File: config.mk
export PLATFORM = sky130hd
export DESIGN_NAME = sm4_mode_ctrl_flat
export DESIGN_NICKNAME = d
export VERILOG_FILES = /design/src/rtl/sm4_mode_ctrl_if.sv /design/src/rtl/sm4_mode_ctrl.sv /design/src/flat_wrapper.sv
export SDC_FILE = /design/constraint.sdc
export NUM_CORES = 1
export LEC_CHECK = 0
export BUFFER_PORTS_ARGS = -buffer_cell sky130_fd_sc_hd__buf_4
export CORE_AREA = 2 2 369 371
export DETAILED_ROUTE_END_ITERATION = 8
export DIE_AREA = 0 0 371 373
export SLEW_MARGIN = 20
export SYNTH_ARGS = -nofsm -noshare
export SYNTH_HDL_FRONTEND = slang
export SYNTH_SLANG_ARGS = --single-unit
File: constraint.sdc
create_clock -name clk -period 2.2 [get_ports clk]
set_input_delay 0.11 -clock clk [delete_from_list [all_inputs] [get_ports clk]]
set_output_delay 0.11 -clock clk [all_outputs]
set_load 0.02 [all_outputs]
File: src/rtl/sm4_mode_ctrl_if.sv
// Bundles the config, stream and sm4_core-facing signals of sm4_mode_ctrl.
// The controller uses the slave view; the environment driving it uses the master view.
interface sm4_mode_ctrl_if #(
  parameter int CNT_W = 32
);
  logic             cfg_start;
  logic [127:0]     cfg_key;
  logic [127:0]     cfg_iv;
  logic             cfg_mode;
  logic             cfg_encdec;
  logic             key_ready;
  logic             err;
  logic [CNT_W-1:0] blk_cnt;
  logic [127:0]     s_data;
  logic             s_valid;
  logic             s_ready;
  logic [127:0]     m_data;
  logic             m_valid;
  logic             m_ready;
  logic             core_en_sm4;
  logic             core_encdec;
  logic             core_en_key_exps;
  logic             core_key_valid;
  logic [127:0]     core_key;
  logic [127:0]     core_bdi;
  logic             core_bdi_valid;
  logic             core_key_exps_done;
  logic [127:0]     core_bdo;
  logic             core_bdo_valid;

  modport slave (
    input  cfg_start, cfg_key, cfg_iv, cfg_mode, cfg_encdec,
    input  s_data, s_valid, m_ready,
    input  core_key_exps_done, core_bdo, core_bdo_valid,
    output key_ready, err, blk_cnt, s_ready, m_data, m_valid,
    output core_en_sm4, core_encdec, core_en_key_exps, core_key_valid,
    output core_key, core_bdi, core_bdi_valid
  );

  modport master (
    output cfg_start, cfg_key, cfg_iv, cfg_mode, cfg_encdec,
    output s_data, s_valid, m_ready,
    output core_key_exps_done, core_bdo, core_bdo_valid,
    input  key_ready, err, blk_cnt, s_ready, m_data, m_valid,
    input  core_en_sm4, core_encdec, core_en_key_exps, core_key_valid,
    input  core_key, core_bdi, core_bdi_valid
  );
endinterface

File: src/rtl/sm4_mode_ctrl.sv
// ECB/CBC sequencer in front of sm4_core: key expansion, then one block in flight
// at a time between the s_* input stream and the m_* output stream.
module sm4_mode_ctrl #(
  parameter int TIMEOUT = 1023,
  parameter int CNT_W   = 32
) (
  input logic            clk,
  input logic            rst,
  sm4_mode_ctrl_if.slave bus
);
  localparam int TW = $clog2(TIMEOUT + 1);
  localparam logic [TW-1:0] TMAX = TW'(TIMEOUT);

  typedef enum logic [2:0] {IDLE, KEXP, READY, BUSY, OUT} state_e;

  state_e           state_q, state_d;
  logic [127:0]     key_q, key_d, iv_q, iv_d, ct_hold_q, ct_hold_d;
  logic [127:0]     bdi_q, bdi_d, m_data_q, m_data_d;
  logic             mode_q, mode_d, encdec_q, encdec_d, err_q, err_d;
  logic             bdi_valid_q, bdi_valid_d;
  logic [TW-1:0]    timer_q, timer_d;
  logic [CNT_W-1:0] blk_cnt_q, blk_cnt_d;
  logic             s_ready_q, s_ready_d, key_ready_q, key_ready_d, m_valid_q, m_valid_d;
  logic             en_sm4_q, en_sm4_d, en_kexp_q, en_kexp_d;

  always_comb begin
    state_d     = state_q;
    key_d       = key_q;
    iv_d        = iv_q;
    ct_hold_d   = ct_hold_q;
    bdi_d       = bdi_q;
    m_data_d    = m_data_q;
    mode_d      = mode_q;
    encdec_d    = encdec_q;
    err_d       = err_q;
    bdi_valid_d = bdi_valid_q;
    timer_d     = timer_q;
    blk_cnt_d   = blk_cnt_q;
    if (bus.cfg_start && (state_q == IDLE || state_q == READY)) begin
      key_d     = bus.cfg_key;
      iv_d      = bus.cfg_iv;
      mode_d    = bus.cfg_mode;
      encdec_d  = bus.cfg_encdec;
      err_d     = 1'b0;
      blk_cnt_d = '0;
      timer_d   = '0;
      state_d   = KEXP;
    end else begin
      unique case (state_q)
        KEXP: begin
          if (bus.core_key_exps_done) state_d = READY;
          else if (timer_q == TMAX) begin
            // expansion never finished: release every core pin
            err_d    = 1'b1;
            key_d    = '0;
            encdec_d = 1'b0;
            state_d  = IDLE;
          end else timer_d = timer_q + TW'(1);
        end
        READY: begin
          if (bus.s_valid && s_ready_q) begin
            bdi_d       = (mode_q && encdec_q) ? (bus.s_data ^ iv_q) : bus.s_data;
            ct_hold_d   = bus.s_data;
            bdi_valid_d = 1'b1;
            timer_d     = '0;
            state_d     = BUSY;
          end
        end
        BUSY: begin
          if (bus.core_bdo_valid) begin
            if (!mode_q) m_data_d = bus.core_bdo;
            else if (encdec_q) begin
              m_data_d = bus.core_bdo;
              iv_d     = bus.core_bdo;
            end else begin
              m_data_d = bus.core_bdo ^ iv_q;
              iv_d     = ct_hold_q;
            end
            bdi_valid_d = 1'b0;
            state_d     = OUT;
          end else if (timer_q == TMAX) begin
            err_d       = 1'b1;
            bdi_valid_d = 1'b0;
            state_d     = IDLE;
          end else timer_d = timer_q + TW'(1);
        end
        OUT: begin
          if (bus.m_ready) begin
            blk_cnt_d = blk_cnt_q + CNT_W'(1);
            state_d   = READY;
          end
        end
        default: ;
      endcase
    end
    // status/enable pins are pure functions of the next state, kept registered
    s_ready_d   = (state_d == READY);
    key_ready_d = (state_d == READY) || (state_d == BUSY) || (state_d == OUT);
    m_valid_d   = (state_d == OUT);
    en_sm4_d    = (state_d != IDLE);
    en_kexp_d   = (state_d == KEXP);
  end

  always_ff @(posedge clk or negedge rst) begin
    if (!rst) begin
      state_q     <= IDLE;
      key_q       <= '0;
      iv_q        <= '0;
      ct_hold_q   <= '0;
      bdi_q       <= '0;
      m_data_q    <= '0;
      mode_q      <= 1'b0;
      encdec_q    <= 1'b0;
      err_q       <= 1'b0;
      bdi_valid_q <= 1'b0;
      timer_q     <= '0;
      blk_cnt_q   <= '0;
      s_ready_q   <= 1'b0;
      key_ready_q <= 1'b0;
      m_valid_q   <= 1'b0;
      en_sm4_q    <= 1'b0;
      en_kexp_q   <= 1'b0;
    end else begin
      state_q     <= state_d;
      key_q       <= key_d;
      iv_q        <= iv_d;
      ct_hold_q   <= ct_hold_d;
      bdi_q       <= bdi_d;
      m_data_q    <= m_data_d;
      mode_q      <= mode_d;
      encdec_q    <= encdec_d;
      err_q       <= err_d;
      bdi_valid_q <= bdi_valid_d;
      timer_q     <= timer_d;
      blk_cnt_q   <= blk_cnt_d;
      s_ready_q   <= s_ready_d;
      key_ready_q <= key_ready_d;
      m_valid_q   <= m_valid_d;
      en_sm4_q    <= en_sm4_d;
      en_kexp_q   <= en_kexp_d;
    end
  end

  assign bus.key_ready        = key_ready_q;
  assign bus.err              = err_q;
  assign bus.blk_cnt          = blk_cnt_q;
  assign bus.s_ready          = s_ready_q;
  assign bus.m_data           = m_data_q;
  assign bus.m_valid          = m_valid_q;
  assign bus.core_en_sm4      = en_sm4_q;
  assign bus.core_encdec      = encdec_q;
  assign bus.core_en_key_exps = en_kexp_q;
  assign bus.core_key_valid   = en_kexp_q;
  assign bus.core_key         = key_q;
  assign bus.core_bdi         = bdi_q;
  assign bus.core_bdi_valid   = bdi_valid_q;
endmodule

File: src/flat_wrapper.sv
// flat-port wrapper written by rule: the top's interface ports become plain ports
module sm4_mode_ctrl_flat 
#(
  parameter int TIMEOUT = 1023,
  parameter int CNT_W   = 32
)
  (clk, rst, bus_cfg_start, bus_cfg_key, bus_cfg_iv, bus_cfg_mode, bus_cfg_encdec, bus_s_data, bus_s_valid, bus_m_ready, bus_core_key_exps_done, bus_core_bdo, bus_core_bdo_valid, bus_key_ready, bus_err, bus_blk_cnt, bus_s_ready, bus_m_data, bus_m_valid, bus_core_en_sm4, bus_core_encdec, bus_core_en_key_exps, bus_core_key_valid, bus_core_key, bus_core_bdi, bus_core_bdi_valid);
  sm4_mode_ctrl_if #(.CNT_W(CNT_W)) bus_i ();
  input logic clk;
  input logic rst;
  input wire logic [$bits(bus_i.cfg_start)-1:0] bus_cfg_start;
  input wire logic [$bits(bus_i.cfg_key)-1:0] bus_cfg_key;
  input wire logic [$bits(bus_i.cfg_iv)-1:0] bus_cfg_iv;
  input wire logic [$bits(bus_i.cfg_mode)-1:0] bus_cfg_mode;
  input wire logic [$bits(bus_i.cfg_encdec)-1:0] bus_cfg_encdec;
  input wire logic [$bits(bus_i.s_data)-1:0] bus_s_data;
  input wire logic [$bits(bus_i.s_valid)-1:0] bus_s_valid;
  input wire logic [$bits(bus_i.m_ready)-1:0] bus_m_ready;
  input wire logic [$bits(bus_i.core_key_exps_done)-1:0] bus_core_key_exps_done;
  input wire logic [$bits(bus_i.core_bdo)-1:0] bus_core_bdo;
  input wire logic [$bits(bus_i.core_bdo_valid)-1:0] bus_core_bdo_valid;
  output wire logic [$bits(bus_i.key_ready)-1:0] bus_key_ready;
  output wire logic [$bits(bus_i.err)-1:0] bus_err;
  output wire logic [$bits(bus_i.blk_cnt)-1:0] bus_blk_cnt;
  output wire logic [$bits(bus_i.s_ready)-1:0] bus_s_ready;
  output wire logic [$bits(bus_i.m_data)-1:0] bus_m_data;
  output wire logic [$bits(bus_i.m_valid)-1:0] bus_m_valid;
  output wire logic [$bits(bus_i.core_en_sm4)-1:0] bus_core_en_sm4;
  output wire logic [$bits(bus_i.core_encdec)-1:0] bus_core_encdec;
  output wire logic [$bits(bus_i.core_en_key_exps)-1:0] bus_core_en_key_exps;
  output wire logic [$bits(bus_i.core_key_valid)-1:0] bus_core_key_valid;
  output wire logic [$bits(bus_i.core_key)-1:0] bus_core_key;
  output wire logic [$bits(bus_i.core_bdi)-1:0] bus_core_bdi;
  output wire logic [$bits(bus_i.core_bdi_valid)-1:0] bus_core_bdi_valid;
  assign bus_i.cfg_start = bus_cfg_start;
  assign bus_i.cfg_key = bus_cfg_key;
  assign bus_i.cfg_iv = bus_cfg_iv;
  assign bus_i.cfg_mode = bus_cfg_mode;
  assign bus_i.cfg_encdec = bus_cfg_encdec;
  assign bus_i.s_data = bus_s_data;
  assign bus_i.s_valid = bus_s_valid;
  assign bus_i.m_ready = bus_m_ready;
  assign bus_i.core_key_exps_done = bus_core_key_exps_done;
  assign bus_i.core_bdo = bus_core_bdo;
  assign bus_i.core_bdo_valid = bus_core_bdo_valid;
  assign bus_key_ready = bus_i.key_ready;
  assign bus_err = bus_i.err;
  assign bus_blk_cnt = bus_i.blk_cnt;
  assign bus_s_ready = bus_i.s_ready;
  assign bus_m_data = bus_i.m_data;
  assign bus_m_valid = bus_i.m_valid;
  assign bus_core_en_sm4 = bus_i.core_en_sm4;
  assign bus_core_encdec = bus_i.core_encdec;
  assign bus_core_en_key_exps = bus_i.core_en_key_exps;
  assign bus_core_key_valid = bus_i.core_key_valid;
  assign bus_core_key = bus_i.core_key;
  assign bus_core_bdi = bus_i.core_bdi;
  assign bus_core_bdi_valid = bus_i.core_bdi_valid;
  sm4_mode_ctrl #(.TIMEOUT(TIMEOUT), .CNT_W(CNT_W)) u_core (.clk(clk), .rst(rst), .bus(bus_i));
endmodule
Yosys cells after proc, flatten, opt, wreduce, memory -nomap -nowiden
Cells that the tools add are included.
{"block": "word_totals", "register_bits": 694, "in_bits": 521, "out_inout_bits": 425, "word_cells": 103}
{"block": "op_classes", "add_sub_neg": 2, "eq_ne": 15, "n_mux": 40, "n_bitwise": 3, "reduce_logical": 26}
{"operator": "128-bit two-way mux", "n": 12}
{"operator": "128-bit XOR", "n": 2}
{"operator": "32-bit two-way mux", "n": 3}
{"operator": "10-bit two-way mux", "n": 5}
{"operator": "32-bit by 1-bit adder with 32-bit output (second input constant)", "n": 1}
{"operator": "10-bit case mux with 3 select lines", "n": 1}
{"operator": "3-bit two-way mux", "n": 6}
{"operator": "2-bit nonzero test", "n": 8}
{"operator": "3-bit AND reduction", "n": 5}
{"operator": "3-bit by 2-bit equality test with 1-bit output (second input constant)", "n": 4}
{"operator": "3-bit case mux with 4 select lines", "n": 1}
{"operator": "10-bit by 1-bit adder with 10-bit output (second input constant)", "n": 1}
{"operator": "10-bit equality test (second input constant)", "n": 1}
{"operator": "1-bit two-way mux", "n": 10}
{"operator": "3-bit by 2-bit inequality test with 1-bit output (second input constant)", "n": 3}
{"operator": "4-bit AND reduction", "n": 2}
{"operator": "3-bit by 1-bit equality test with 1-bit output (second input constant)", "n": 2}
{"operator": "3-bit equality test (second input constant)", "n": 2}
{"operator": "3-bit nonzero test", "n": 2}
{"operator": "1-bit case mux with 2 select lines", "n": 2}
{"operator": "4-bit nonzero test", "n": 1}
{"operator": "1-bit logical AND", "n": 3}
{"operator": "3-bit logical NOT", "n": 1}
{"operator": "1-bit logical OR", "n": 3}
{"operator": "other kinds (5)", "n": 5}

Longest topological paths before layout
{"block": "logic_depth", "ltp_word": 8, "mapped_depth": 9, "ltp_nobuf": 7}

Least setup slack after synthesis
OpenSTA, ideal clock, no wires.
{"block": "synth_path", "path_type": "register to register", "startpoint": "reg u_core.timer_q[0]", "endpoint": "reg u_core.timer_q[5]", "setup_time_ps": 127, "t_arrival_ps": 1715, "required_time_ps": 2073, "path_slack_ps": 357, "stages_incl_launch_ff": 8, "n_path_buf": 0, "synth_period_minus_slack_ps": 1843, "cell_sequence": "dfrtp_1 > ha_1 > and3_1 > nand4_4 > a221oi_4 > inv_2 > nand4_1 > mux2_1"}
{"block": "synth_between", "elab_chain_len": 5, "elab_cells_between_ends": 7, "cone_classes": "add/sub: 1; eq/ne: 1; mux: 5"}
{"item": "start, declared", "line": "sm4_mode_ctrl.sv:21", "text": "logic [TW-1:0] timer_q, timer_d;"}
{"item": "start signal, assigned", "line": "sm4_mode_ctrl.sv:134", "text": "timer_q <= timer_d;"}
{"item": "10-bit by 1-bit adder with 10-bit output or 10-bit equality test (tied branches)"}
{"item": "10-bit two-way mux *", "line": "sm4_mode_ctrl.sv:52, sm4_mode_ctrl.sv:81"}
{"item": "10-bit two-way mux (on tied branches)", "line": "sm4_mode_ctrl.sv:70, sm4_mode_ctrl.sv:51"}
{"item": "10-bit case mux with 3 select lines *", "line": "sm4_mode_ctrl.sv:49", "text": "unique case (state_q)"}
{"item": "10-bit two-way mux *", "line": "sm4_mode_ctrl.sv:39", "text": "if (bus.cfg_start && (state_q == IDLE || state_q == READY)) begin"}
Mark *: on every way between the ends. The rest lies on a longest branch, timed or not. The select of a mux whose other input is x is not followed.
A chain may end at the register's enable or synchronous reset.

Worst setup path in the final report
Same ends and word-level chain as after synthesis.

==> flow_metrics.tcl <==
set metrics [dict create \
    worst_hold_slack_ns 0.202 \
    cts_tree "done" \
    powerDensity_nw_per_um2 1270 \
    critPathKind "flip-flop to flip-flop" \
    final_core_util_pct 36.8 \
    grt_pass1_vias 29600 \
    setup-tns-final_ns 0 \
    worstHoldEndpoint "u_core.bus.core_key[32]" \
    crit_fanout 4 \
    ys_top_cells_by_count "dfrtp_1, nand2_1, o21ai_0" \
    grt_usage_pct 17.8 \
    fin_ws_ns 0.168 \
    fmax_mhz 492 \
    clock-sinks 694 \
    cts_buffers 82 \
    status "finished, final reports clean" \
    final-setup-viol-count 0 \
    pre_cts_slack_ns 0.156 \
    syn_to_final_growth_pct 57.8 \
    ys_seq_area_share_pct 55.3 \
    ant_nets 0 \
    grt_pass1_wl_mm 188 \
    post-dp-hpwl_mm 92.7 \
    r2r_setup_slack_ns 0.17 \
    worstReg2RegStart "u_core.timer_q[0]" \
    finalHoldViolCount 0 \
    cts_setup_buffers 0 \
    nets 5065 \
    synth_compound_area_share_pct 12.6 \
    grt.overflow.total 0 \
    yosysMostFrequentCell "dfrtp_1" \
    endpoint_kind "flip-flop" \
    cts_root_buffer "clkbuf_16" \
    synthArstFlopShare_pct 100 \
    drive_above_1_share_pct 28.7 \
    dr.pass1.iters 5 \
    vias 28500 \
    synth_cells 3043 \
    syn_nets 3566 \
    timing.max_cap.violations 0 \
    vias_per_cell 4.46 \
    wl_mm 127 \
    maxSlewHeadroom_pct 61.6 \
    start_util_pct 23.3 \
    period_share_pct 92.4 \
    slowest_delay_ns 0.37 \
    cpMaxStageDelayCell "dfrtp_1" \
    globalplace.congestion 0.884 \
    required_ns 2.74 \
    p_leak_nw 23.6 \
    worst_pin_slew_ns 0.576 \
    grt_max_degree 82 \
    peakVddDrop_mv 0.911 \
    total_power_mw 62.7 \
    ios 946 \
    hold_class "input pin to flip-flop" \
    worstPathArrival_ns 2.57 \
    syn_area_um2 31400 \
    synth_ff_type "dfrtp_1" \
    ys_top_cells_by_area "dfrtp_1, nand2_1, xor2_1" \
    period_minus_slack_ns 2.03 \
    drc 0 \
    clkLatencyLatePin_ns 0.68 \
    wl_per_cell_um 19.8 \
    drt_iter0_markers 1985 \
    crit_chain "ha_1 > and3_1 > nand4_4 > buf_4 > a221oi_4 > inv_2 > nand4_1 > mux2_1" \
    muxShareOfSynthArea_pct 8.71 \
    port_buffers 945 \
    synth_top_cell_area_share_pct 55.3 \
    antenna_found_initial 10 \
    cts.clk_slew.worst_paths_ns 0.06 \
    yosys.area_share.simple_pct 11.8 \
    die_h_um 373 \
    synthXorXnorAreaFrac_pct 7.95 \
    die-area_um2 138000 \
    die_w_um 371 \
    htree_levels 3 \
    rows 135 \
    synth_top_family_by_area "compound AO/OA/AOI/OAI gates" \
    ys_ff_latch 694 \
    critPathLaunchType "flip-flop" \
    rsz0062_at_grt "no" \
    holdCritStartpoint "bus_cfg_key[32]" \
    synthAdderAreaFrac_pct 0.0797 \
    hold_depth 3 \
    r2r_cells 8 \
    coreArea_um2 135000 \
    cts_buffer_depth 3 \
    avgSynthCellArea_um2 10.3 \
    final.setup_skew_ns 0.0325 \
    yosys.area.top_type "dfrtp_1" \
    synth-edff-count 0 \
    yosysUniqueCellTypes 49 \
    yosys_warnings 0 \
    report.final.slew_viol_count 0 \
    r2r_end "u_core.timer_q[5]" \
]
routing by layer:
layer | global-route usage, % | vias up | routed length [um]
met5 | 0 | - | 13
met4 | 6.40 | 2 | 3790
met3 | 4.75 | 212 | 9730
met2 | 29.1 | 1056 | 59500
met1 | 22.5 | 13900 | 53500
li1 | - | 13300 | -
flip-flops by register name, summed over array words and instances, names as in the netlist, 3 cells and up:
register             cells
u_core.ct_hold_q       128
u_core.state_q           3
u_core.timer_q          10
u_core.bus.m_data      128
u_core.bus.core_key    128
u_core.iv_q            128
u_core.bus.core_bdi    128
u_core.bus.blk_cnt      32
cell usage in the layout (no fill, tap or decap), drive strengths merged, types with 2 or more instances in the layout:
cell,instances
buf,1105
dfrtp,694
nand2,665
dlygate4sd3,521
o21ai,397
xor2,280
nor2,166
a21oi,137
a22o,129
mux2,129
mux2i,128
clkbuf,103
clkinv,19
nand3,17
nand4,15
bufinv,11
inv,10
and3,9
diode,8
or3,7
clkinvlp,6
nor3,6
xnor2,5
and4,5
and2,5
o21a,4
nor4,4
nand2b,3
a31oi,3
a41oi,3
nor2b,3
a21o,2
nand4bb,2
o31ai,2
ha,2
metrics by stage:
step / std cells / cell area [um^2]
2_1_floorplan: 3043 / 31400
3_3_place_gp: 5717 / 41400
3_5_place_dp: 5717 / 41400
4_1_cts: 6384 / 49500
5_1_grt: 6390 / 49500
6_report: 6392 / 49500
power by group:
group | switching, mW | internal, mW | total (mW)
combinational | 14.6 | 11.2 | 25.8
sequential | 4.01 | 18.3 | 22.3
clock | 5.91 | 8.64 | 14.6
total | 24.6 | 38.1 | 62.7
final cells by class:
cell class,instances,area [um^2]
multi-input cells,2134,13000
inverters,4,15.0
clock buffers,103,2260
well taps,1781,2230
repair buffers,1626,14100
fillers,13100,85100
flip-flops and latches,694,17400
clock inverters,42,593
diodes,8,20.0
kinds of logic (layout without fill, tap and decap cells):
| logic type | count (synthesis) | count (layout) |
|---|---|---|
| compound gates | 681 | 681 |
| xor+xnor | 285 | 285 |
| fa+ha+maj | 2 | 2 |
| buf+inv | 215 | 1775 |
| flops | 694 | 694 |
| mux | 257 | 257 |
| other cells | 0 | 8 |
| simple gates | 909 | 909 |
worst max path at each step:
stage | from | end | slack [ns] | cells past startpoint
2_1_floorplan | u_core.timer_q[0] | u_core.timer_q[5] | 0.36 | 7
3_3_place_gp | u_core.timer_q[0] | u_core.bus.core_key[43] | 0.18 | 7
3_5_place_dp | u_core.timer_q[0] | u_core.bus.core_key[23] | 0.16 | 7
4_1_cts | u_core.bus.core_encdec | bus_core_encdec | 0.07 | 2
5_1_grt | u_core.timer_q[0] | u_core.timer_q[5] | 0.02 | 8
6_report | u_core.timer_q[0] | u_core.timer_q[5] | 0.17 | 8
critical path: cells and delay by family, from the launching register on:
kind	cells	cell delay [ns]
AND/OR/NAND/NOR	3	0.50
multiplexers	1	0.31
flip-flops	1	0.37
AO/OA/AOI/OAI	1	0.27
adder cells (fa/ha/maj)	1	0.19
buffers and inverters	2	0.25
timing repair:
item,4_1_cts,5_1_grt
endpoints found under the setup margin,0,18
gates resized for setup,0,2
hold endpoints to repair,1315,0
hold buffers,522,0
No activity file was read; power rests on OpenSTA's default activity.
